--- config.mk ---
export PLATFORM = sky130hd
export DESIGN_NAME = mdu_ctrl
export DESIGN_NICKNAME = d
export VERILOG_FILES = /design/src/rtl/mdu_pkg.sv /design/src/rtl/mdu_step.sv /design/src/rtl/mdu_ctrl.sv
export SDC_FILE = /design/constraint.sdc
export NUM_CORES = 1
export LEC_CHECK = 0
export CAP_MARGIN = 30
export CORE_ASPECT_RATIO = 1.2
export CORE_MARGIN = 2
export CORE_UTILIZATION = 40
export DETAILED_ROUTE_END_ITERATION = 8
export SKIP_CTS_REPAIR_TIMING = 1
export SYNTH_ARGS = -nofsm -noshare
export SYNTH_HDL_FRONTEND = slang
export SYNTH_SLANG_ARGS = --single-unit
--- constraint.sdc ---
create_clock -name CLK -period 3.2 [get_ports CLK]
set_input_delay 0.96 -clock CLK [delete_from_list [all_inputs] [get_ports CLK]]
set_output_delay 0.96 -clock CLK [all_outputs]
set_load 0.1 [all_outputs]
--- src/rtl/mdu_pkg.sv ---
`default_nettype none
// ============================================================================
// Module      : mdu_pkg
// Description : Shared operation encodings, FSM states and default width for
//               the multiply/divide unit.
// Revision    : 1.0 - initial release
// ============================================================================
package mdu_pkg;

    localparam int XLEN_DEFAULT = 32;

    // Low two bits of the MULT/MULTU/DIV/DIVU funct codes (0x18..0x1B).
    typedef enum logic [1:0] {
        OP_MULT  = 2'b00,
        OP_MULTU = 2'b01,
        OP_DIV   = 2'b10,
        OP_DIVU  = 2'b11
    } mdu_op_e;

    typedef enum logic [2:0] {
        S_IDLE = 3'd0,
        S_PREP = 3'd1,
        S_RUN  = 3'd2,
        S_FIX  = 3'd3,
        S_DONE = 3'd4
    } mdu_state_e;

endpackage
`default_nettype wire

--- src/rtl/mdu_step.sv ---
`default_nettype none
// ============================================================================
// Module      : mdu_step
// Description : One combinational shift-add (multiply) or restoring
//               shift-subtract (divide) iteration on a 2*XLEN accumulator.
//               The divide path exists only when MDU_DIV_EN is defined.
// Revision    : 1.0 - initial release
// ============================================================================
module mdu_step #(
    parameter int XLEN = 32
) (
`ifdef MDU_DIV_EN
    input  logic              i_div,
`endif
    input  logic [2*XLEN-1:0] i_acc,
    input  logic [XLEN-1:0]   i_m,
    output logic [2*XLEN-1:0] o_acc
);

    logic [XLEN:0] w_sum;
`ifdef MDU_DIV_EN
    logic [XLEN:0] w_rem;
    logic [XLEN:0] w_diff;
`endif

    always_comb begin
        // Multiply: add multiplicand into the upper half when the LSB is set,
        // then shift right keeping the carry.
        w_sum = {1'b0, i_acc[2*XLEN-1:XLEN]} + (i_acc[0] ? {1'b0, i_m} : '0);
        o_acc = {w_sum, i_acc[XLEN-1:1]};
`ifdef MDU_DIV_EN
        w_rem  = i_acc[2*XLEN-1:XLEN-1];
        w_diff = w_rem - {1'b0, i_m};
        if (i_div) begin
            if (!w_diff[XLEN]) begin
                o_acc = {w_diff[XLEN-1:0], i_acc[XLEN-2:0], 1'b1};
            end else begin
                o_acc = {w_rem[XLEN-1:0], i_acc[XLEN-2:0], 1'b0};
            end
        end
`endif
    end

endmodule
`default_nettype wire

--- src/rtl/mdu_ctrl.sv ---
`default_nettype none
// ============================================================================
// Module      : mdu_ctrl
// Description : Iterative MULT/MULTU/DIV/DIVU unit with architectural HI/LO.
//               Divide support is built only when MDU_DIV_EN is defined.
// Revision    : 1.0 - initial release
// ============================================================================
module mdu_ctrl
    import mdu_pkg::*;
#(
    parameter int XLEN = XLEN_DEFAULT
) (
    input  logic            CLK,
    input  logic            RST,
    input  logic            Start,
    input  logic [1:0]      Op,
    input  logic [XLEN-1:0] Rs,
    input  logic [XLEN-1:0] Rt,
    input  logic            MtHi,
    input  logic            MtLo,
    input  logic [XLEN-1:0] MtData,
    output logic [XLEN-1:0] Hi,
    output logic [XLEN-1:0] Lo,
    output logic            Busy,
    output logic            Done
);

    localparam int            CW          = $clog2(XLEN);
    localparam logic [CW-1:0] c_LAST_ITER = CW'(XLEN - 1);

    mdu_state_e          r_state;
    mdu_state_e          w_next;
    mdu_state_e          w_start_state;
    logic [CW-1:0]       r_cnt;
    logic [2*XLEN-1:0]   r_acc;
    logic [2*XLEN-1:0]   w_step_acc;
    logic [2*XLEN-1:0]   w_prod;
    logic [XLEN-1:0]     r_a;
    logic [XLEN-1:0]     r_b;
    logic [XLEN-1:0]     r_m;
    logic [XLEN-1:0]     r_hi;
    logic [XLEN-1:0]     r_lo;
    logic [XLEN-1:0]     w_res_hi;
    logic [XLEN-1:0]     w_res_lo;
    logic                r_uns;
    logic                r_neg;
`ifdef MDU_DIV_EN
    logic                r_div;
    logic                r_rneg;
`endif

    logic                w_idle_like;
    logic                w_accept;
    logic                w_sa;
    logic                w_sb;
    logic [XLEN-1:0]     w_abs_a;
    logic [XLEN-1:0]     w_abs_b;

    assign w_idle_like = (r_state == S_IDLE) || (r_state == S_DONE);
    assign w_accept    = Start && w_idle_like;
    assign w_sa        = !r_uns && r_a[XLEN-1];
    assign w_sb        = !r_uns && r_b[XLEN-1];
    assign w_abs_a     = w_sa ? -r_a : r_a;
    assign w_abs_b     = w_sb ? -r_b : r_b;

`ifdef MDU_DIV_EN
    assign w_start_state = S_PREP;
`else
    // Without a divider, DIV/DIVU complete immediately with a zero result.
    assign w_start_state = Op[1] ? S_DONE : S_PREP;
`endif

    always_ff @(posedge CLK) begin
        if (RST) begin
            r_state <= S_IDLE;
        end else begin
            r_state <= w_next;
        end
    end

    always_comb begin
        w_next = r_state;
        Busy   = 1'b0;
        Done   = 1'b0;
        case (r_state)
            S_IDLE: if (Start) w_next = w_start_state;
            S_PREP: w_next = S_RUN;
            S_RUN:  if (r_cnt == c_LAST_ITER) w_next = S_FIX;
            S_FIX:  w_next = S_DONE;
            S_DONE: w_next = Start ? w_start_state : S_IDLE;
            default: w_next = S_IDLE;
        endcase
        Busy = (r_state == S_PREP) || (r_state == S_RUN) || (r_state == S_FIX);
        Done = (r_state == S_DONE);
    end

    always_ff @(posedge CLK) begin
        if (RST) begin
            r_cnt <= '0;
            r_acc <= '0;
            r_m   <= '0;
            r_a   <= '0;
            r_b   <= '0;
            r_uns <= 1'b0;
            r_neg <= 1'b0;
`ifdef MDU_DIV_EN
            r_div  <= 1'b0;
            r_rneg <= 1'b0;
`endif
        end else begin
            if (w_accept) begin
                r_a   <= Rs;
                r_b   <= Rt;
                r_uns <= Op[0];
`ifdef MDU_DIV_EN
                r_div <= Op[1];
`endif
            end
            case (r_state)
                S_PREP: begin
                    r_cnt <= '0;
`ifdef MDU_DIV_EN
                    if (r_div) begin
                        r_m    <= w_abs_b;
                        r_acc  <= {{XLEN{1'b0}}, w_abs_a};
                        // A zero divisor keeps the all-ones quotient unsigned.
                        r_neg  <= (w_sa ^ w_sb) && (r_b != '0);
                        r_rneg <= w_sa;
                    end else begin
                        r_m   <= w_abs_a;
                        r_acc <= {{XLEN{1'b0}}, w_abs_b};
                        r_neg <= w_sa ^ w_sb;
                    end
`else
                    r_m   <= w_abs_a;
                    r_acc <= {{XLEN{1'b0}}, w_abs_b};
                    r_neg <= w_sa ^ w_sb;
`endif
                end
                S_RUN: begin
                    r_acc <= w_step_acc;
                    r_cnt <= r_cnt + CW'(1);
                end
                default: ;
            endcase
        end
    end

    mdu_step #(
        .XLEN  (XLEN)
    ) u_step (
`ifdef MDU_DIV_EN
        .i_div (r_div),
`endif
        .i_acc (r_acc),
        .i_m   (r_m),
        .o_acc (w_step_acc)
    );

    always_comb begin
        w_prod   = r_neg ? -r_acc : r_acc;
        w_res_hi = w_prod[2*XLEN-1:XLEN];
        w_res_lo = w_prod[XLEN-1:0];
`ifdef MDU_DIV_EN
        if (r_div) begin
            w_res_hi = r_rneg ? -r_acc[2*XLEN-1:XLEN] : r_acc[2*XLEN-1:XLEN];
            w_res_lo = r_neg  ? -r_acc[XLEN-1:0]      : r_acc[XLEN-1:0];
        end
`endif
    end

    always_ff @(posedge CLK) begin
        if (RST) begin
            r_hi <= '0;
            r_lo <= '0;
        end else if (r_state == S_FIX) begin
            r_hi <= w_res_hi;
            r_lo <= w_res_lo;
`ifndef MDU_DIV_EN
        end else if (w_accept && Op[1]) begin
            r_hi <= '0;
            r_lo <= '0;
`endif
        end else if (w_idle_like && !Start) begin
            if (MtHi) r_hi <= MtData;
            if (MtLo) r_lo <= MtData;
        end
    end

    assign Hi = r_hi;
    assign Lo = r_lo;

endmodule
`default_nettype wire
# Word level (Yosys, flattened, before mapping)
# Index checks and enable logic that the tools add are counted.
[word_totals]
elab_cells = 60
output_inout_bits = 66
inputBits = 103
regBits = 234
[op_classes]
n_addsub = 5
mux = 19
n_reduce_logical = 18
eq_ne = 7
bitwise_logic = 1
[op_table]
columns = ["cell", "count"]
rows = [
  ["2-to-1 mux 32 bit", 11],
  ["one-hot mux 64 bit (2 select lines)", 1],
  ["2-to-1 mux 64 bit", 1],
  ["negation 32 bit", 2],
  ["negation 64 bit", 1],
  ["adder 32 x 33 -> 33 bit", 1],
  ["one-hot mux 3 bit (5 select lines)", 1],
  ["2-to-1 mux 3 bit", 4],
  ["one-hot mux 5 bit (2 select lines)", 1],
  ["nonzero test 3 bit", 3],
  ["== test 3 x 2 -> 1 bit, second input constant", 2],
  ["AND reduction 2 bit", 3],
  ["adder 5 x 1 -> 5 bit, second input constant", 1],
  ["== test 5 bit, second input constant", 1],
  ["logical AND 1 bit", 5],
  ["!= test 2 bit, second input constant", 2],
  ["== test 3 x 1 -> 1 bit, second input constant", 1],
  ["== test 3 bit, second input constant", 1],
  ["logical NOT 3 bit", 1],
  ["logical OR 1 bit", 3],
  ["logical NOT 1 bit", 2],
  ["nonzero test 2 bit", 1],
  ["bitwise XOR 1 bit", 1],
]

# Depth between registers and ports, before layout
# Gate-level depths: netlist of the first run.
[logic_depth]
word_depth = 6
depth_mapped = 13
ltp_nobuf = 12

# Modules after synthesis
# From an unflattened synthesis of the first run, not the netlist that was laid out.
[unflattened]
cells_unflattened = 1771
area_unflattened_um2 = 13925.9
[modules_own_cells]
columns = ["module", "instances", "cells_each", "area_each_um2"]
rows = [
  ["mdu_ctrl", 1, 1476, 11738.8],
  ["mdu_step", 1, 295, 2187.1],
]

# Worst setup path after synthesis of the first run
# Ideal clock, no wire load.
[synth_timing]
path_type = "reg-to-output"
startpoint = "register r_state[2]"
endpoint = "output Done"
setup_slack_ns = -0.580
arrival_time_ns = 2.820
path_buffers = 1
stages_incl_launch_ff = 4
path_cell_list = "dfxtp_1 > clkbuf_1 > clkinv_1 > nor3_1"
[synth_via]
elab_chain_cells = 1
[synth_rtl]
columns = ["element", "line", "rtl"]
rows = [
  ["start, declared", "mdu_ctrl.sv:31", "mdu_state_e r_state;"],
  ["start signal, assigned", "mdu_ctrl.sv:77", "r_state <= w_next;"],
  ["== test 3 bit", "mdu_ctrl.sv:94", "Done = (r_state == S_DONE);"],
  ["end, declared", "mdu_ctrl.sv:25", "output logic Done"],
]
# Every way passes these cells.

# Worst setup path after layout of the first run
[layout_timing]
startpoint = "register r_acc[8]"
endpoint = "register r_hi[30], in the netlist Hi[30]"
[layout_via]
elab_chain_cells = 3
[layout_rtl]
columns = ["element", "line", "rtl"]
rows = [
  ["start, declared", "mdu_ctrl.sv:35", "logic [2*XLEN-1:0] r_acc;"],
  ["start signal, assigned", "mdu_ctrl.sv:136", "r_acc <= {{XLEN{1'b0}}, w_abs_b};"],
  ["start signal, assigned", "mdu_ctrl.sv:141", "r_acc <= w_step_acc;"],
  ["negation 64 bit", "mdu_ctrl.sv:161", "w_prod = r_neg ? -r_acc : r_acc;"],
  ["2-to-1 mux 64 bit", "mdu_ctrl.sv:161", ""],
  ["2-to-1 mux 32 bit", "mdu_ctrl.sv:176", "end else if (r_state == S_FIX) begin"],
  ["end signal, assigned", "mdu_ctrl.sv:177", "r_hi <= w_res_hi;"],
  ["end signal, assigned", "mdu_ctrl.sv:185", "if (MtHi) r_hi <= MtData;"],
  ["end, declared", "mdu_ctrl.sv:41", "logic [XLEN-1:0] r_hi;"],
]
# Every way passes these cells.
# A chain may end at the register's enable or synchronous reset.

==> results of run 1 <==
## tightest hold or removal path: cells and delay by family, from the launching register on
family           cells  cell delay, ps
flip-flops           1             320
AND/OR/NAND/NOR      1              50
AO/OA/AOI/OAI        1              50
## cell type report
cell class                 count  area, um2  area share (%)
multi-input combinational   1334       8130            49.3
sequential                   234       4690            28.4
timing repair buffer         251       2230            13.5
clock buffer                  36        718            4.36
tap                          412        515            3.13
clock inverter                10        111           0.675
inverter                      27        101           0.615
## metal layers
metal	global-route usage, %	up-vias	wire length, um
li1	-	6514	-
met1	33.8	6006	19900
met2	37.3	404	18500
met3	3.65	72	2460
met4	8.30	0	1410
met5	0	-	0
## logic make-up after synthesis
group	after synthesis
AND/OR/NAND/NOR	648
multiplexers	9
adder cells (fa/ha/maj)	38
buffers and inverters	141
XOR/XNOR	132
AO/OA/AOI/OAI	507
flip-flops	234
## synthesized netlist by cell type (6+ instances only)
library cell | count | share of area, %
dfxtp_1 | 234 | 35
nor4_1 | 10 | 0.47
nor2b_1 | 10 | 0.47
a21oi_1 | 180 | 6.8
o211ai_1 | 9 | 0.51
nor2_1 | 172 | 4.9
a211oi_1 | 33 | 1.9
nand2b_1 | 10 | 0.47
xor2_1 | 44 | 2.9
o21a_1 | 6 | 0.34
and2_1 | 35 | 1.6
ha_1 | 37 | 3.5
clkbuf_1 | 103 | 2.9
o22ai_1 | 15 | 0.71
a21o_1 | 12 | 0.68
a221oi_1 | 38 | 2.5
or4_1 | 19 | 1.1
or3_1 | 14 | 0.66
a31oi_1 | 10 | 0.47
nand2_1 | 245 | 6.9
nand3_1 | 24 | 0.90
nor3_1 | 54 | 2.0
a22o_1 | 20 | 1.3
a2111oi_0 | 7 | 0.46
o31ai_1 | 25 | 1.4
o21ai_0 | 71 | 2.7
nand4_1 | 14 | 0.66
buf_1 | 11 | 0.31
inv_1 | 25 | 0.71
or2_2 | 7 | 0.33
and3_1 | 8 | 0.38
a311oi_1 | 12 | 0.79
o41ai_1 | 13 | 0.86
xnor2_1 | 88 | 5.8
a22oi_1 | 35 | 2.0
## per-stage QoR
stage	utilization (%)	setup slack [ps]	area [um2]	power, mW
6_report	50.2	-17.8	16500	9.09
5_1_grt	50.2	-74.0	16500	9.51
4_1_cts	50.0	81.6	16500	9.10
3_5_place_dp	47.5	113	15600	6.12
3_3_place_gp	47.5	144	15600	6.10
2_1_floorplan	-	261	13300	5.29
## power by group through the flow
| stage | sequential, mW | combinational [mW] | clock [mW] |
|---|---|---|---|
| 2_1_floorplan | 4.06 | 1.23 | 0 |
| 4_1_cts | 3.36 | 2.71 | 3.03 |
| 5_1_grt | 3.39 | 2.97 | 3.15 |
| 3_3_place_gp | 3.42 | 2.68 | 0 |
| 3_5_place_dp | 3.42 | 2.70 | 0 |
| 6_report | 3.36 | 2.76 | 2.97 |
## worst paths after layout
check	start	depth (start not counted)	end
worst min-delay path	r_m[0]$_SDFFE_PP0P_	2	r_m[0]$_SDFFE_PP0P_
worst max-delay path	r_acc[8]$_SDFFE_PP0P_	9	Hi[30]$_SDFFE_PP0P_
worst min register to register	r_m[0]$_SDFFE_PP0P_	2	r_m[0]$_SDFFE_PP0P_
worst max register to register	r_acc[8]$_SDFFE_PP0P_	9	Hi[30]$_SDFFE_PP0P_
## registers in the layout, summed over array words and instances (netlist names)
register and count:
r_acc 64, r_a 32, Lo 32, r_b 32
Hi 32, r_m 32, r_cnt 5, r_state 3
r_uns 1, r_neg 1
==> impl_metrics.ini, run 1 <==
[run_status]
outcome = complete, but fails checks
violations = setup timing

[worst_setup_path]
crit_chain = or4_4, or4_4, or4_4, nor4_4, buf_4, nand2_2, nor4b_4, mux2i_1, o22ai_2
cp_top_family = simple AND/OR/NAND/NOR gates
slowest_delay_ps = 590
worst_ep_arrival_time_ps = 3620
worstPathRequired_ps = 3600
crit_type = flop to flop
rrSetupSlack_ps = -20
crit_path_max_fanout = 5
cp_common_cell = or4_4
cp_num_buf_inv = 1
cp-end-kind = flop
start_kind = flop
slowest_stage = or4_4

[timing]
hold_viol = 0
setup_viol = 1
finalCritPeriodShare_pct = 101
hold-worst-slack_ps = 466
drv_slew = 0
fin_tns_setup_ps = -17.8
rsz0062_at_grt = true
fin_worst_skew_ps = 34.1
finalCriticalPeriod_ps = 3220
max-slew-margin-rel_pct = 47.0
timing.fmax_ghz = 0.311
worst_slack_ps = -17.8
tightest_slew_ps = 795

[synth]
ys_seq_elements = 234
ys_types = 62
synth_fp_nets = 1850
ys_seq_area_share_pct = 35.3
async_flop_share_pct = 0
yosys_warnings = 0
synthAdderAreaFrac_pct = 3.64
synth_simple_gate_area_share_pct = 22.8
yosys.area_share.xor_xnor_pct = 8.70
synthCells = 1709
synth_top_family_by_area = compound AO/OA/AOI/OAI gates
syn_area_per_cell_um2 = 7.77
synth_mux_area_share_pct = 0.716
synth-compound-area-share_pct = 24.9
syn_area_um2 = 13300
synth_top_flop_cell = dfxtp_1
synth_edf_count = 0

[cts]
cts_tree = done
clock_latency_ps = 570
cts_root_buf = clkbuf_16
cts_max_level = 1
cts_made_buffers = 26
clock-sinks = 234
path_clk_slew_ps = 60
cts_buffer_depth = 3

[layout]
final_common_cell = nand2_1
nNetsFinal = 2015
antennaDiodeCount = 0
drive_gt1_share_pct = 12.1
fill_cells = 3268
final_cell_mix = nand2_1 (244), dfxtp_1 (232), a21oi_1 (180), nor2_1 (168), buf_4 (142)
fin_cells = 2304
area_delta_synth_final_pct = 24.1

[power_and_ir_drop]
ir_drop_mv = 0.363
power_frac_seq_pct = 37.0
switching_power_mw = 3.33
power_leakage_nw = 6.49
p_comb_share_pct = 30.4
p_int_mw = 5.76
swShare_pct = 36.7
power_density_nw_per_um2 = 551
clock_power_share_pct = 32.7

[floorplan]
die_area_um2 = 34700
start_util_pct = 40.4
die_w_um = 170
core_um2 = 32900
dieHeight_um = 204
io_pins = 169
rows = 73

[place]
dp_cells = 2255
gp_congestion = 0.890
dp_hpwl_um = 31900
io_buffers = 168

[detailed_routing]
vias = 12996
postRouteAntennaNets = 0
drc_errors = 0
drt_iter0_drc = 1060
avgRoutedWirePerCell_um = 18.3
avgViaCountPerCell = 5.64
routed_wl_um = 42200
dr.pass1.iters = 6

[global_routing]
grt_usage_pct = 24.0
grt_max_degree = 100
grt_pass1_wl_um = 67000
grt_pass1_vias = 12138
antenna_found_initial = 0
grt_overflow_total = 0

[worst_hold_path]
hp-class = flop to flop

[job]
max_cap_viol_count = 0
Power figures use the tool's default switching activity.
==> inputs of run 2 (changes only) <==
--- a/config.mk
+++ b/config.mk
@@ -14,3 +14,4 @@
 export SYNTH_ARGS = -nofsm -noshare
 export SYNTH_HDL_FRONTEND = slang
 export SYNTH_SLANG_ARGS = --single-unit
+export TNS_END_PERCENT = 20
==> run 2 against run 1 <==
The run now ends clean. Via count down 0.47%. First-iteration DRC count up 0.28%. Non-clock buffer count down 3. Die area unchanged. Power down 0.63%. Critical path type unchanged. Sequential share of layout area about the same. Fmax up 3.3%.
==> impl_metrics.ini, run 2 (synthesized netlist as in run 1, its figures left out) <==
[floorplan]
dieHeight_um = 204
die_area_um2 = 34700
start_util_pct = 40.4
die_w_um = 170
io_pins = 169
rows = 73
core_um2 = 32900

[timing]
max-slew-margin-rel_pct = 46.6
fin_tns_setup_ps = 0
fin_worst_skew_ps = 31.8
hold_viol = 0
finalCritPeriodShare_pct = 97.3
finalCriticalPeriod_ps = 3110
tightest_slew_ps = 802
rsz0062_at_grt = true
drv_slew = 0
setup_viol = 0
timing.fmax_ghz = 0.321

[power_and_ir_drop]
ir_drop_mv = 0.361
power_leakage_nw = 6.46
power_density_nw_per_um2 = 549
p_total_mw = 9.03

[worst_setup_path]
worstPathRequired_ps = 3600
start_kind = flop
worst_ep_arrival_time_ps = 3520
crit_path_max_fanout = 5
cp-end-kind = flop
crit_type = flop to flop

[job]
max_cap_viol_count = 0

[cts]
cts_root_buf = clkbuf_16
cts_tree = done
cts_buffer_depth = 3
cts_made_buffers = 26
cts_max_level = 1
path_clk_slew_ps = 60
clock_latency_ps = 560
clock-sinks = 234

[global_routing]
grt_overflow_total = 0
grt_pass1_wl_um = 67000
antenna_found_initial = 0
grt_pass1_vias = 12138
grt_usage_pct = 24.0
grt_max_degree = 100

[worst_hold_path]
hp-class = flop to flop

[detailed_routing]
dr.pass1.iters = 5
avgRoutedWirePerCell_um = 18.3
drt_iter0_drc = 1063
drc_errors = 0
postRouteAntennaNets = 0
vias = 12935
routed_wl_um = 42200
avgViaCountPerCell = 5.62

[run_status]
outcome = finished, final reports clean

[layout]
largest-register = r_acc
antennaDiodeCount = 0
final_common_cell = nand2_1
area_delta_synth_final_pct = 23.9
final_cell_mix = nand2_1 (244), dfxtp_1 (233), a21oi_1 (180), nor2_1 (168), buf_4 (139)
largest_reg_flops = 64
drive_gt1_share_pct = 11.9
nNetsFinal = 2012

[place]
io_buffers = 168
gp_congestion = 0.890
dp_hpwl_um = 31900
run 2: layout make-up:
class                      instances  area, um2
timing repair buffer             248       2210
inverter                          27        101
fill                            3265      16400
tap                              412        515
sequential                       234       4690
clock buffer                      36        718
multi-input combinational       1334       8120
clock inverter                    10        111
run 2: report_power, final:
| part | switching [mW] | leakage, nW | total (mW) | internal [mW] |
|---|---|---|---|---|
| Combinational | 1.86 | 4.14 | 2.71 | 0.853 |
| Clock | 1.24 | 0.413 | 2.96 | 1.72 |
| Sequential | 0.216 | 1.91 | 3.36 | 3.14 |
| Total | 3.31 | 6.46 | 9.03 | 5.72 |
run 2: path summary, 6_finish.rpt:
| kind | startpoint | end | slack (ps) | depth (start not counted) |
|---|---|---|---|---|
| setup / recovery | r_acc[10]$_SDFFE_PP0P_ | Hi[30]$_SDFFE_PP0P_ | 90 | 8 |
| hold / removal | Hi[25]$_SDFFE_PP0P_ | Hi[25]$_SDFFE_PP0P_ | 470 | 2 |
| setup reg to reg | r_acc[10]$_SDFFE_PP0P_ | Hi[30]$_SDFFE_PP0P_ | 90 | 8 |
| hold reg to reg | Hi[25]$_SDFFE_PP0P_ | Hi[25]$_SDFFE_PP0P_ | 470 | 2 |
run 2: metrics by stage:
step                instances  hold slack (ps)  util, %  setup slack, ps  cell area [um2]
finish                   2301              467     50.1             86.1            16500
global route             2301              485     50.1            -37.6            16500
CTS                      2301              469     50.0             81.6            16500
detailed placement       2255              461     47.5              113            15600
global placement         2255              458     47.5              144            15600
floorplan                1709              432        -              261            13300
run 2: worst max-delay path: stages (launching register included):
cell and delay (ps):
dfxtp_1 360, or4_4 520, or4_4 460, or4_4 550, nor4_4 320, nand2_2 110
nor4b_2 290, mux2i_1 240, o22ai_2 100
run 2: layer usage:
layer / vias to the layer above / global-route usage, % / wire length [um]
met5: - / 0 / 0
met4: 0 / 8.30 / 1400
met3: 71 / 3.65 / 2460
met2: 389 / 37.3 / 18400
met1: 5973 / 33.8 / 19900
li1: 6502 / - / -
==> inputs of run 3 (changes only) <==
--- a/config.mk
+++ b/config.mk
@@ -5,9 +5,9 @@
 export SDC_FILE = /design/constraint.sdc
 export NUM_CORES = 1
 export LEC_CHECK = 0
+export ABC_AREA = 1
 export CAP_MARGIN = 30
 export CORE_ASPECT_RATIO = 1.2
-export CORE_MARGIN = 2
 export CORE_UTILIZATION = 40
 export DETAILED_ROUTE_END_ITERATION = 8
 export SKIP_CTS_REPAIR_TIMING = 1
==> run 3 against run 2 <==
Hold slack better by 1.1 ps. Utilization decreased by 1.9 points. Register-to-register slack improved by 520 ps. Non-clock buffer count is 59 lower. Synthesized cell count up 52%. Fmax is 15% higher. Die area rose by 14%. Clock power increased by 9.5%. Area after synthesis up 17%. Via count increased by 32%.
==> impl_metrics.ini, run 3 <==
[detailed_routing]
drc_errors = 0
avgRoutedWirePerCell_um = 18.2
routed_wl_um = 58200
avgViaCountPerCell = 5.33
drt_iter0_drc = 1316
postRouteAntennaNets = 0
dr.pass1.iters = 6
vias = 17102

[global_routing]
grt_pass1_vias = 15991
antenna_found_initial = 0
grt_max_degree = 122
grt_overflow_total = 0
grt_usage_pct = 29.2
grt_pass1_wl_um = 90300

[power_and_ir_drop]
ir_drop_mv = 0.363
power_leakage_nw = 8.87
power_density_nw_per_um2 = 554

[cts]
cts_buffer_depth = 3
cts_tree = done
clock_latency_ps = 570
cts_root_buf = clkbuf_16
cts_made_buffers = 27
cts_max_level = 1
path_clk_slew_ps = 60
clock-sinks = 234

[job]
max_cap_viol_count = 0

[synth]
synth_edf_count = 0
synth_commonest_cells = nand2_1 (671), nor2_1 (346), inv_1 (311)
synthTopCellsByArea = dfxtp_1 (30%), nand2_1 (16%), nor2_1 (8.4%), a21oi_1 (7.7%), inv_1 (7.5%)
syn_area_per_cell_um2 = 5.97
ys_seq_elements = 234
ys_types = 46
yosys_warnings = 0
ys_seq_area_share_pct = 30.2
synth_top_area_share_pct = 30.2
synthCells = 2596
synth_top_cell_by_area = dfxtp_1
synth_fp_nets = 2737
synth_top_flop_cell = dfxtp_1
syn_area_um2 = 15500
async_flop_share_pct = 0
yosysMostFrequentCell = nand2_1

[layout]
final_area_um2 = 18300
largest-register = r_acc
antennaDiodeCount = 0
area_delta_synth_final_pct = 17.9
fill_cells = 4164
nNetsFinal = 2847
final_common_cell = nand2_1
final_cell_mix = nand2_1 (671), nor2_1 (345), inv_1 (311), a21oi_1 (237), dfxtp_1 (233)
largest_reg_flops = 64
drive_gt1_share_pct = 6.46

[floorplan]
start_util_pct = 40.8
die_w_um = 182
core_um2 = 38000
rows = 78
die_area_um2 = 39500
dieHeight_um = 218
io_pins = 169

[worst_setup_path]
cp_num_buf_inv = 2
start_kind = flop
crit_path_max_fanout = 5
slowest_delay_ps = 410
cp-end-kind = primary output
crit_type = flop to primary output
worst_ep_arrival_time_ps = 1760
worstPathRequired_ps = 2240
crit_chain = nor2_4, inv_1, nor2_1, buf_4
cp_top_family = flip-flops
slowest_stage = dfxtp_1

[worst_hold_path]
hp-class = flop to flop

[place]
io_buffers = 168
gp_congestion = 0.966
dp_hpwl_um = 45500
place_area_um2 = 17300
pre_cts_ws_ps = 347

[timing]
hold_viol = 0
setup_viol = 0
tightest_slew_ps = 883
fin_tns_setup_ps = 0
timing.fmax_ghz = 0.368
max-slew-margin-rel_pct = 41.1
finalCriticalPeriod_ps = 2720
drv_slew = 0
rsz0062_at_grt = false
worst_slack_ps = 483
finalCritPeriodShare_pct = 84.9
fin_worst_skew_ps = 28.6

[run_status]
outcome = finished, final reports clean
==> run 3: cell count changes after synthesis, sizes merged, moves of 41 or more <==
cell    previous run  this run
nor2             172       351
nand2            246       674
o21ai             71       230
inv               25       320
nand3             24       226
a21oi            180       238
xnor2             88         0
clkbuf           103        62
==> run 3: final cells by class <==
class / count / area, um2 / area share, %
clock buffer: 38 / 807 / 4.42
clock inverter: 11 / 126 / 0.692
inverter: 321 / 1210 / 6.61
sequential: 234 / 4690 / 25.6
tap: 480 / 601 / 3.29
timing repair buffer: 189 / 1720 / 9.41
multi-input combinational: 1933 / 9130 / 49.9
==> run 3: path summary, 6_finish.rpt <==
path                           startpoint               endpoint  slack, ps  cells past startpoint
setup reg to reg    r_acc[0]$_SDFFE_PP0P_    Hi[14]$_SDFFE_PP0P_        610                     11
hold reg to reg     r_cnt[3]$_SDFFE_PP0P_  r_cnt[3]$_SDFFE_PP0P_        470                      1
setup / recovery  r_state[0]$_SDFFE_PP0P_                   Done        480                      4
hold / removal      r_cnt[3]$_SDFFE_PP0P_  r_cnt[3]$_SDFFE_PP0P_        470                      1
==> run 3: where the power goes <==
part	total (mW)	internal (mW)	switching [mW]
sequential	3.44	3.19	0.246
clock	3.24	1.92	1.32
combinational	3.44	0.910	2.54
total	10.1	6.02	4.10
==> run 3: through the flow <==
step                      hold slack (ps)  power [mW]  utilization (%)  std cells
after floorplan                       437        5.90                -       2596
after global placement                450        6.89             45.7       3157
after detailed placement              457        6.91             45.7       3157
after CTS                             468        10.2             48.1       3206
after global routing                  489        10.6             48.1       3206
final                                 468        10.1             48.1       3206
==> run 3: cells by family after synthesis <==
group / count (synthesis) / share of synthesized area (%)
simple gates: 1335 / 35.9
compound gates: 537 / 18.4
buf+inv: 429 / 11.0
flops: 234 / 30.2
fa+ha+maj: 38 / 3.12
xor+xnor: 23 / 1.30
==> run 3: routing by layer <==
metal  GRT usage (%)  wire [um]
met1            39.3      26900
met2            48.3      26000
met3            3.49       3350
met4            9.94       2000
met5               0          0
